<file path="src/rtl/uart_rx_frame_ctrl.sv">
// Frame assembler behind a UART byte receiver: SOF, LEN, payload, XOR checksum.
// A good frame is buffered, then drained over a valid/ready stream.
module uart_rx_frame_ctrl #(
    parameter logic [7:0] SOF           = 8'hA5,
    parameter int         MAX_LEN       = 8,
    parameter int         TIMEOUT_TICKS = 320
) (
    input  logic       clk,
    input  logic       rstn,
    input  logic       baud_tick,
    input  logic       rx_done,
    input  logic [7:0] rx_data,
    output logic       out_valid,
    input  logic       out_ready,
    output logic [7:0] out_data,
    output logic       out_last,
    output logic       frame_ok,
    output logic       err_len,
    output logic       err_chk,
    output logic       err_timeout,
    output logic       err_overrun,
    output logic [7:0] frame_cnt
);

    localparam int                TMO_W     = $clog2(TIMEOUT_TICKS + 1);
    localparam logic [TMO_W-1:0]  TMO_LAST  = TMO_W'(TIMEOUT_TICKS - 1);
    localparam logic [7:0]        MAX_LEN_B = 8'(MAX_LEN);

    typedef enum logic [2:0] {
        ST_IDLE    = 3'd0,
        ST_LEN     = 3'd1,
        ST_PAYLOAD = 3'd2,
        ST_CHK     = 3'd3,
        ST_DRAIN   = 3'd4
    } state_t;

    function automatic logic [7:0] chk_upd(input logic [7:0] acc, input logic [7:0] b);
        return acc ^ b;
    endfunction

    state_t           state_r, state_nxt_s;
    logic [3:0]       len_r, wr_idx_r, rd_idx_r, rd_nxt_s;
    logic [7:0]       chk_r;
    logic [7:0]       buf_r [0:15];
    logic [TMO_W-1:0] tmo_cnt_r;
    logic             out_valid_r, out_last_r;
    logic [7:0]       out_data_r, frame_cnt_r;
    logic             frame_ok_r, err_len_r, err_chk_r, err_timeout_r, err_overrun_r;
    logic             frame_ok_s, err_len_s, err_chk_s, err_timeout_s, err_overrun_s;
    logic             in_frame_s, in_frame_nxt_s, tmo_hit_s, tmo_clr_s;
    logic             len_bad_s, last_wr_s, xfer_s;

    assign in_frame_s     = (state_r == ST_LEN) || (state_r == ST_PAYLOAD) || (state_r == ST_CHK);
    assign in_frame_nxt_s = (state_nxt_s == ST_LEN) || (state_nxt_s == ST_PAYLOAD) ||
                            (state_nxt_s == ST_CHK);
    // A byte arriving on the expiring tick wins over the timeout.
    assign tmo_hit_s      = in_frame_s && baud_tick && (tmo_cnt_r == TMO_LAST) && !rx_done;
    assign tmo_clr_s      = !in_frame_nxt_s || (rx_done && in_frame_s);
    assign len_bad_s      = (rx_data == 8'd0) || (rx_data > MAX_LEN_B);
    assign last_wr_s      = (wr_idx_r == (len_r - 4'd1));
    assign xfer_s         = out_valid_r && out_ready;
    assign rd_nxt_s       = rd_idx_r + 4'd1;

    // State register
    always_ff @(posedge clk or negedge rstn) begin
        if (!rstn) begin
            state_r <= ST_IDLE;
        end else begin
            state_r <= state_nxt_s;
        end
    end

    // Next-state and pulse decode
    always_comb begin
        state_nxt_s   = state_r;
        frame_ok_s    = 1'b0;
        err_len_s     = 1'b0;
        err_chk_s     = 1'b0;
        err_timeout_s = 1'b0;
        err_overrun_s = 1'b0;
        case (state_r)
            ST_IDLE: begin
                if (rx_done && (rx_data == SOF)) begin
                    state_nxt_s = ST_LEN;
                end else begin
                    state_nxt_s = ST_IDLE;
                end
            end
            ST_LEN: begin
                if (rx_done) begin
                    if (len_bad_s) begin
                        err_len_s   = 1'b1;
                        state_nxt_s = ST_IDLE;
                    end else begin
                        state_nxt_s = ST_PAYLOAD;
                    end
                end else if (tmo_hit_s) begin
                    err_timeout_s = 1'b1;
                    state_nxt_s   = ST_IDLE;
                end else begin
                    state_nxt_s = ST_LEN;
                end
            end
            ST_PAYLOAD: begin
                if (rx_done) begin
                    if (last_wr_s) begin
                        state_nxt_s = ST_CHK;
                    end else begin
                        state_nxt_s = ST_PAYLOAD;
                    end
                end else if (tmo_hit_s) begin
                    err_timeout_s = 1'b1;
                    state_nxt_s   = ST_IDLE;
                end else begin
                    state_nxt_s = ST_PAYLOAD;
                end
            end
            ST_CHK: begin
                if (rx_done) begin
                    if (rx_data == chk_r) begin
                        frame_ok_s  = 1'b1;
                        state_nxt_s = ST_DRAIN;
                    end else begin
                        err_chk_s   = 1'b1;
                        state_nxt_s = ST_IDLE;
                    end
                end else if (tmo_hit_s) begin
                    err_timeout_s = 1'b1;
                    state_nxt_s   = ST_IDLE;
                end else begin
                    state_nxt_s = ST_CHK;
                end
            end
            ST_DRAIN: begin
                err_overrun_s = rx_done;
                if (xfer_s && out_last_r) begin
                    state_nxt_s = ST_IDLE;
                end else begin
                    state_nxt_s = ST_DRAIN;
                end
            end
            default: begin
                state_nxt_s = ST_IDLE;
            end
        endcase
    end

    // Payload buffer; contents are only read after a complete, checked frame
    always_ff @(posedge clk) begin
        if ((state_r == ST_PAYLOAD) && rx_done) begin
            buf_r[wr_idx_r] <= rx_data;
        end
    end

    // Datapath, timeout counter, output stream and registered pulses
    always_ff @(posedge clk or negedge rstn) begin
        if (!rstn) begin
            len_r         <= 4'd0;
            wr_idx_r      <= 4'd0;
            rd_idx_r      <= 4'd0;
            chk_r         <= 8'd0;
            tmo_cnt_r     <= '0;
            out_valid_r   <= 1'b0;
            out_data_r    <= 8'd0;
            out_last_r    <= 1'b0;
            frame_cnt_r   <= 8'd0;
            frame_ok_r    <= 1'b0;
            err_len_r     <= 1'b0;
            err_chk_r     <= 1'b0;
            err_timeout_r <= 1'b0;
            err_overrun_r <= 1'b0;
        end else begin
            frame_ok_r    <= frame_ok_s;
            err_len_r     <= err_len_s;
            err_chk_r     <= err_chk_s;
            err_timeout_r <= err_timeout_s;
            err_overrun_r <= err_overrun_s;
            if (frame_ok_s) begin
                frame_cnt_r <= frame_cnt_r + 8'd1;
            end
            if (tmo_clr_s) begin
                tmo_cnt_r <= '0;
            end else if (baud_tick && in_frame_s) begin
                tmo_cnt_r <= tmo_cnt_r + TMO_W'(1);
            end
            case (state_r)
                ST_LEN: begin
                    if (rx_done && !len_bad_s) begin
                        len_r    <= rx_data[3:0];
                        chk_r    <= rx_data;
                        wr_idx_r <= 4'd0;
                    end
                end
                ST_PAYLOAD: begin
                    if (rx_done) begin
                        chk_r    <= chk_upd(chk_r, rx_data);
                        wr_idx_r <= wr_idx_r + 4'd1;
                    end
                end
                ST_CHK: begin
                    if (frame_ok_s) begin
                        out_valid_r <= 1'b1;
                        out_data_r  <= buf_r[0];
                        out_last_r  <= (len_r == 4'd1);
                        rd_idx_r    <= 4'd0;
                    end
                end
                ST_DRAIN: begin
                    if (xfer_s) begin
                        if (out_last_r) begin
                            out_valid_r <= 1'b0;
                            out_data_r  <= 8'd0;
                            out_last_r  <= 1'b0;
                            rd_idx_r    <= 4'd0;
                        end else begin
                            rd_idx_r   <= rd_nxt_s;
                            out_data_r <= buf_r[rd_nxt_s];
                            out_last_r <= (rd_nxt_s == (len_r - 4'd1));
                        end
                    end
                end
                default: begin
                end
            endcase
        end
    end

    assign out_valid   = out_valid_r;
    assign out_data    = out_data_r;
    assign out_last    = out_last_r;
    assign frame_ok    = frame_ok_r;
    assign err_len     = err_len_r;
    assign err_chk     = err_chk_r;
    assign err_timeout = err_timeout_r;
    assign err_overrun = err_overrun_r;
    assign frame_cnt   = frame_cnt_r;

endmodule

</file>
<file path="config.mk">
export PLATFORM = sky130hd
export DESIGN_NAME = uart_rx_frame_ctrl
export DESIGN_NICKNAME = d
export VERILOG_FILES = /design/src/rtl/uart_rx_frame_ctrl.sv
export SDC_FILE = /design/constraint.sdc
export NUM_CORES = 1
export LEC_CHECK = 0
export CAP_MARGIN = 5
export CORE_AREA = 2 2 160 162
export DETAILED_ROUTE_END_ITERATION = 16
export DIE_AREA = 0 0 162 164
export PLACE_DENSITY = 0.45
export SYNTH_ARGS = -nofsm -noshare
export SYNTH_HDL_FRONTEND = slang
export SYNTH_SLANG_ARGS = --single-unit
export TNS_END_PERCENT = 10
</file>
<file path="constraint.sdc">
create_clock -name clk -period 2.8 [get_ports clk]
set_clock_uncertainty 0.1 [all_clocks]
set_input_delay 0.42 -clock clk [delete_from_list [all_inputs] [get_ports clk]]
set_output_delay 0.42 -clock clk [all_outputs]
set_load 0.01 [all_outputs]
</file>
# [Yosys cells after proc, flatten, opt, wreduce, memory -nomap -nowiden]
# Memory sizes are Yosys's and may differ from the RTL's.
# Index checks and enable logic that the tools add are counted.
[totals] reg_bits=55 ram_bits=128 in_bits=13 out_inout_bits=23 wordCells=120 n_memories=1
[op_classes] add_sub_neg=5 order_cmp=1 n_eq_ne=18 mux=51 n_bitwise=1 reduce_logical=28
[memory_table] name="buf_r" words=16 word_bits=8 rd=2 rd_ports_with_merged_regs=0 wr=1 line="44" text="logic [7:0] buf_r [0:15];"
[ops] operator="2-to-1 mux 8 bit" n=5
[ops] operator="case mux 8 bit (2 select lines)" n=2
[ops] operator="2-to-1 mux 1 bit" n=24
[ops] operator="2-to-1 mux 4 bit" n=5
[ops] operator="2-to-1 mux 9 bit" n=2
[ops] operator="case mux 4 bit (2 select lines)" n=2
[ops] operator="2-to-1 mux 3 bit" n=5
[ops] operator="case mux 3 bit (5 select lines)" n=1
[ops] operator="equality test 3 x 2 -> 1 bit (second input constant)" n=4
[ops] operator="adder 9 x 1 -> 9 bit (second input constant)" n=1
[ops] operator="equality test 9 bit (second input constant)" n=1
[ops] operator="logical AND 1 bit" n=9
[ops] operator="adder 4 x 1 -> 4 bit (second input constant)" n=2
[ops] operator="adder 8 x 1 -> 8 bit (second input constant)" n=1
[ops] operator="equality test 4 bit" n=2
[ops] operator="equality test 8 bit" n=1
[ops] operator="equality test 8 bit (second input constant)" n=1
[ops] operator="> comparator 8 x 4 -> 1 bit (second input constant)" n=1
[ops] operator="zero test 8 bit" n=1
[ops] operator="inequality test 2 bit (second input constant)" n=4
[ops] operator="XOR 8 bit" n=1
[ops] operator="equality test 3 x 1 -> 1 bit (second input constant)" n=2
[ops] operator="logical OR 1 bit" n=6
[ops] operator="2-to-1 mux 2 bit" n=3
[ops] operator="other kinds (12)" n=18

# [Longest topological paths before layout]
[logic_depth] depth_word=15 mapped_depth=8

# [Worst setup path before layout]
# Ideal clock, no wire load.
[synth_timing] kind="reg-to-reg" from="register state_r[0]" to="memory buf_r[0][0], enable pin" setup_time_ns=0.395 t_arrival_ns=1.646 required_ns=2.305 slack_ns=0.660 stages_incl_launch_ff=4 path_cell_list="dfrtp_1 nand4bb_1 clkbuf_1 nor4_1"
[synth_between] elab_chain_len=4
[synth_rtl] element="start, declared" line="41" text="state_t state_r, state_nxt_s;"
[synth_rtl] element="start signal, assigned" line="69" text="state_r <= state_nxt_s;"
[synth_rtl] element="equality test 3 x 2 -> 1 bit" line="150" text="if ((state_r == ST_PAYLOAD) && rx_done) begin"
[synth_rtl] element="logical AND 1 bit" line="150"
[synth_rtl] element="2-to-1 mux 1 bit" line="150"
[synth_rtl] element="2-to-1 mux 1 bit (not written as such)" line="151" text="buf_r[wr_idx_r] <= rx_data;"
[synth_rtl] element="end, declared" line="44"
# No other way between the ends.

# [Worst setup path after layout]
[layout_timing] from="input rx_data[0]" to="register chk_r[2]"
[layout_between] elab_chain_len=6 word_cells_on_any_way=7
[layout_rtl] element="start, declared" line="12" text="input logic [7:0] rx_data,"
[layout_rtl] element="> comparator 8 x 4 -> 1 bit / zero test 8 bit (equally long branches)" line="59" text="assign len_bad_s = (rx_data == 8'd0) || (rx_data > MAX_LEN_B);"
[layout_rtl] element="logical OR 1 bit (*)" line="59"
[layout_rtl] element="zero test 1 bit (*)" line="188" text="if (rx_done && !len_bad_s) begin"
[layout_rtl] element="logical AND 1 bit (*)" line="188"
[layout_rtl] element="inequality test 2 x 1 -> 1 bit (no source line) (*)"
[layout_rtl] element="AND reduction 3 bit (no source line) (*)"
[layout_rtl] element="end signal, assigned" line="190" text="chk_r <= rx_data;"
[layout_rtl] element="end signal, assigned" line="196" text="chk_r <= chk_upd(chk_r, rx_data);"
[layout_rtl] element="end, declared" line="43" text="logic [7:0] chk_r;"
# Mark *: on every way between the ends. The rest lies on a longest branch, timed or not.
# A chain may end at the register's enable or synchronous reset.

==> impl_metrics.tcl <==
set metrics [dict create \
    synth.area.mux_share_pct 13.7 \
    synth_area_um2 8120 \
    start_kind "input port" \
    insertion_delay_ns 0.43 \
    synthAdderAreaFrac_pct 1.39 \
    relSlewSlack_pct 63.5 \
    path_cells "clkdlybuf4s50_1 > o31a_1 > nor3_2 > buf_4 > nand2_1 > a21oi_2 > a2bb2oi_1" \
    place_area_um2 9160 \
    drive_above_1_share_pct 22.2 \
    grt_pass1_vias 4879 \
    fin_util_pct 39.2 \
    criticalPathCategory "input port to flop" \
    yosysWarnings 0 \
    yosysTopAreaCellShare_pct 47.3 \
    multi_input_area_um2 2700 \
    reg2reg_depth 6 \
    hold_violations 0 \
    setup_viol 0 \
    grt-ovfl-total 0 \
    grt_use_met2_pct 26.1 \
    final_cell_mix "edfxtp_1, dfrtp_1, buf_4" \
    tritoncts "yes" \
    power_leakage_nw 3.65 \
    cts_root_buf "clkbuf_16" \
    dp_cells 904 \
    synth_area_per_cell_um2 15.6 \
    grt_use_met1_pct 19.7 \
    synth_top_family_by_area "multiplexers" \
    viasPerCell 5.00 \
    critical_path.top_delay_family "compound AO/OA/AOI/OAI gates" \
    dpl_worst_slack_ns -0.0358 \
    die_h_um 164 \
    status "complete, no violations" \
    finalInstanceArea_um2 9740 \
    drtIter0Drc 306 \
    async_flop_share_pct 30.1 \
    rows 58 \
    num-fill-cells 2326 \
    initial_core_util_pct 32.7 \
    power_w 0.00537 \
    drv_cap 0 \
    dr.pass1.iters 4 \
    path_max_fanout 8 \
    cp-end-kind "flop" \
    ys_types 59 \
    place_hpwl_um 12800 \
    numClockSinks 183 \
    worstPathArrival_ns 2.55 \
    grt_start_max_net_pins 56 \
    whs_path_depth 1 \
    clockBufferDepth 2 \
    met3_usage_pct 2.73 \
    instances_no_fill 937 \
    hold_class "flop to flop" \
    area_delta_synth_final_pct 19.9 \
    synth-seq-cells 183 \
    timing.final.crit_share_pct 82.6 \
    layout_setup_ws_ns 0.488 \
    synth_area_leaders "edfxtp_1, dfrtp_1, mux4_2, mux2i_1, xnor2_1" \
    cp_slowest_stage_delay_ns 0.67 \
    cts_setup_buffers 0 \
    worstSetupPathDepth 7 \
    ant_nets 0 \
    clkTransAtPathRegs_ns 0.07 \
    drc_errors 0 \
    hold_buffers 1 \
    final_common_cell "edfxtp_1" \
    synth-seq-area-share_pct 64.3 \
    cts_buffers 17 \
    fin_nets 616 \
    numPortBuffers 35 \
    power_density_nw_per_um2 551 \
    period_minus_slack_ns 2.31 \
    yosys_most_used_dff "edfxtp_1" \
    synth_simple_gate_area_share_pct 8.97 \
    yosysTopAreaCell "edfxtp_1" \
    antenna_found_initial 0 \
    diodes 0 \
    tightest_slew_ns 0.541 \
    vias 4687 \
    syn_nets 543 \
    routed_wl_um 19400 \
    synth_edf_count 128 \
    max_freq_mhz 432 \
    cp_slowest_cell "clkdlybuf4s50_1" \
    synth-compound-area-share_pct 5.07 \
    grt_use_total_pct 15.3 \
    finalWeightedCongestion 0.760 \
    core_area_um2 24800 \
    synth_xor_area_share_pct 4.18 \
    grt_pass1_wl_um 29700 \
    ir_worst_vdd_mv 0.324 \
    rsz0062_at_grt "no" \
    grt.busiest_layer "met2" \
    ff_latch_area_um2 5220 \
    wire_per_inst_um 20.7 \
    syn_inst 521 \
    crit_buf_inv 2 \
    die_w_um 162 \
    htreeDepth 4 \
    ios 36 \
    slew_viol_final 0 \
    cts_resized 0 \
    die_area_um2 26600 \
    cp.required_ns 3.04 \
]
==> routing by layer <==
layer	up-vias	share of wire, %	wire length (µm)
li1	2147	-	-
met1	2449	44	8570
met2	75	51	9900
met3	16	2.9	556
met4	0	1.9	375
met5	-	0	0
==> final cells by class <==
cell class / instances / area share [%]
multi-input cells: 297 / 27.8
well taps: 330 / 4.24
inverters: 15 / 0.578
flip-flops and latches: 183 / 53.6
repair buffers: 80 / 7.94
clock inverters: 12 / 1.07
clock buffers: 20 / 4.80
==> power by group <==
part           switching [W]  total [W]  internal, W
logic              0.0000914   0.000138    0.0000463
clock network        0.00108    0.00233      0.00124
registers         0.00000248    0.00290      0.00290
total                0.00118    0.00537      0.00419
==> cells in the mapped netlist (all sizes together) (10+ instances only) <==
master / count
xnor2: 19
o21ai: 19
nor2: 18
dfrtp: 55
mux2i: 23
a211oi: 10
mux2: 14
buf: 16
and3: 16
mux4: 32
inv: 14
edfxtp: 128
nand3: 16
xor2: 15
nand2: 27
clkbuf: 10
==> metrics by stage <==
step | hold WS, ns | setup TNS (ns)
5_1_grt | 0.405 | 0
6_report | 0.374 | 0
3_5_place_dp | 0.355 | -0.0523
4_1_cts | 0.382 | 0
2_1_floorplan | 0.0244 | 0
3_3_place_gp | 0.344 | 0
==> sequential cells by signal (all words and copies together) (netlist names), 3 cells and up <==
| signal | cells |
|---|---|
| state_r | 3 |
| chk_r | 8 |
| frame_cnt | 8 |
| tmo_cnt_r | 9 |
| out_data | 8 |
| rd_idx_r | 4 |
| len_r | 4 |
| buf_r | 128 |
| wr_idx_r | 4 |
==> path summary, 6_finish.rpt <==
check                             start      endpoint  slack, ns
setup / recovery             rx_data[0]      chk_r[2]       0.49
hold / removal             frame_cnt[7]  frame_cnt[7]       0.37
setup reg to reg            rd_idx_r[0]   out_data[6]       0.55
hold reg to reg            frame_cnt[7]  frame_cnt[7]       0.37
max in group asynchronous          rstn      chk_r[2]       1.89
min in group asynchronous          rstn   rd_idx_r[1]       0.41
==> worst reg2reg max path, cell delays in order (launching register included) <==
cell and delay, ns:
dfrtp_2 0.43, ha_1 0.35, buf_12 0.25, mux4_2 0.42, mux2_2 0.28, a31oi_1 0.18
a32oi_1 0.11
==> cells by family (layout without fill, tap and decap cells) <==
kind of cell / after synthesis / in the layout
DFF: 183 / 183
and+or+nand+nor: 126 / 126
muxes: 69 / 69
AOI/OAI and AO/OA: 58 / 58
buffers and inverters: 41 / 127
xor gates and xnor gates: 35 / 35
adders and majority gates: 9 / 9
(Power assumes the default switching activity.)
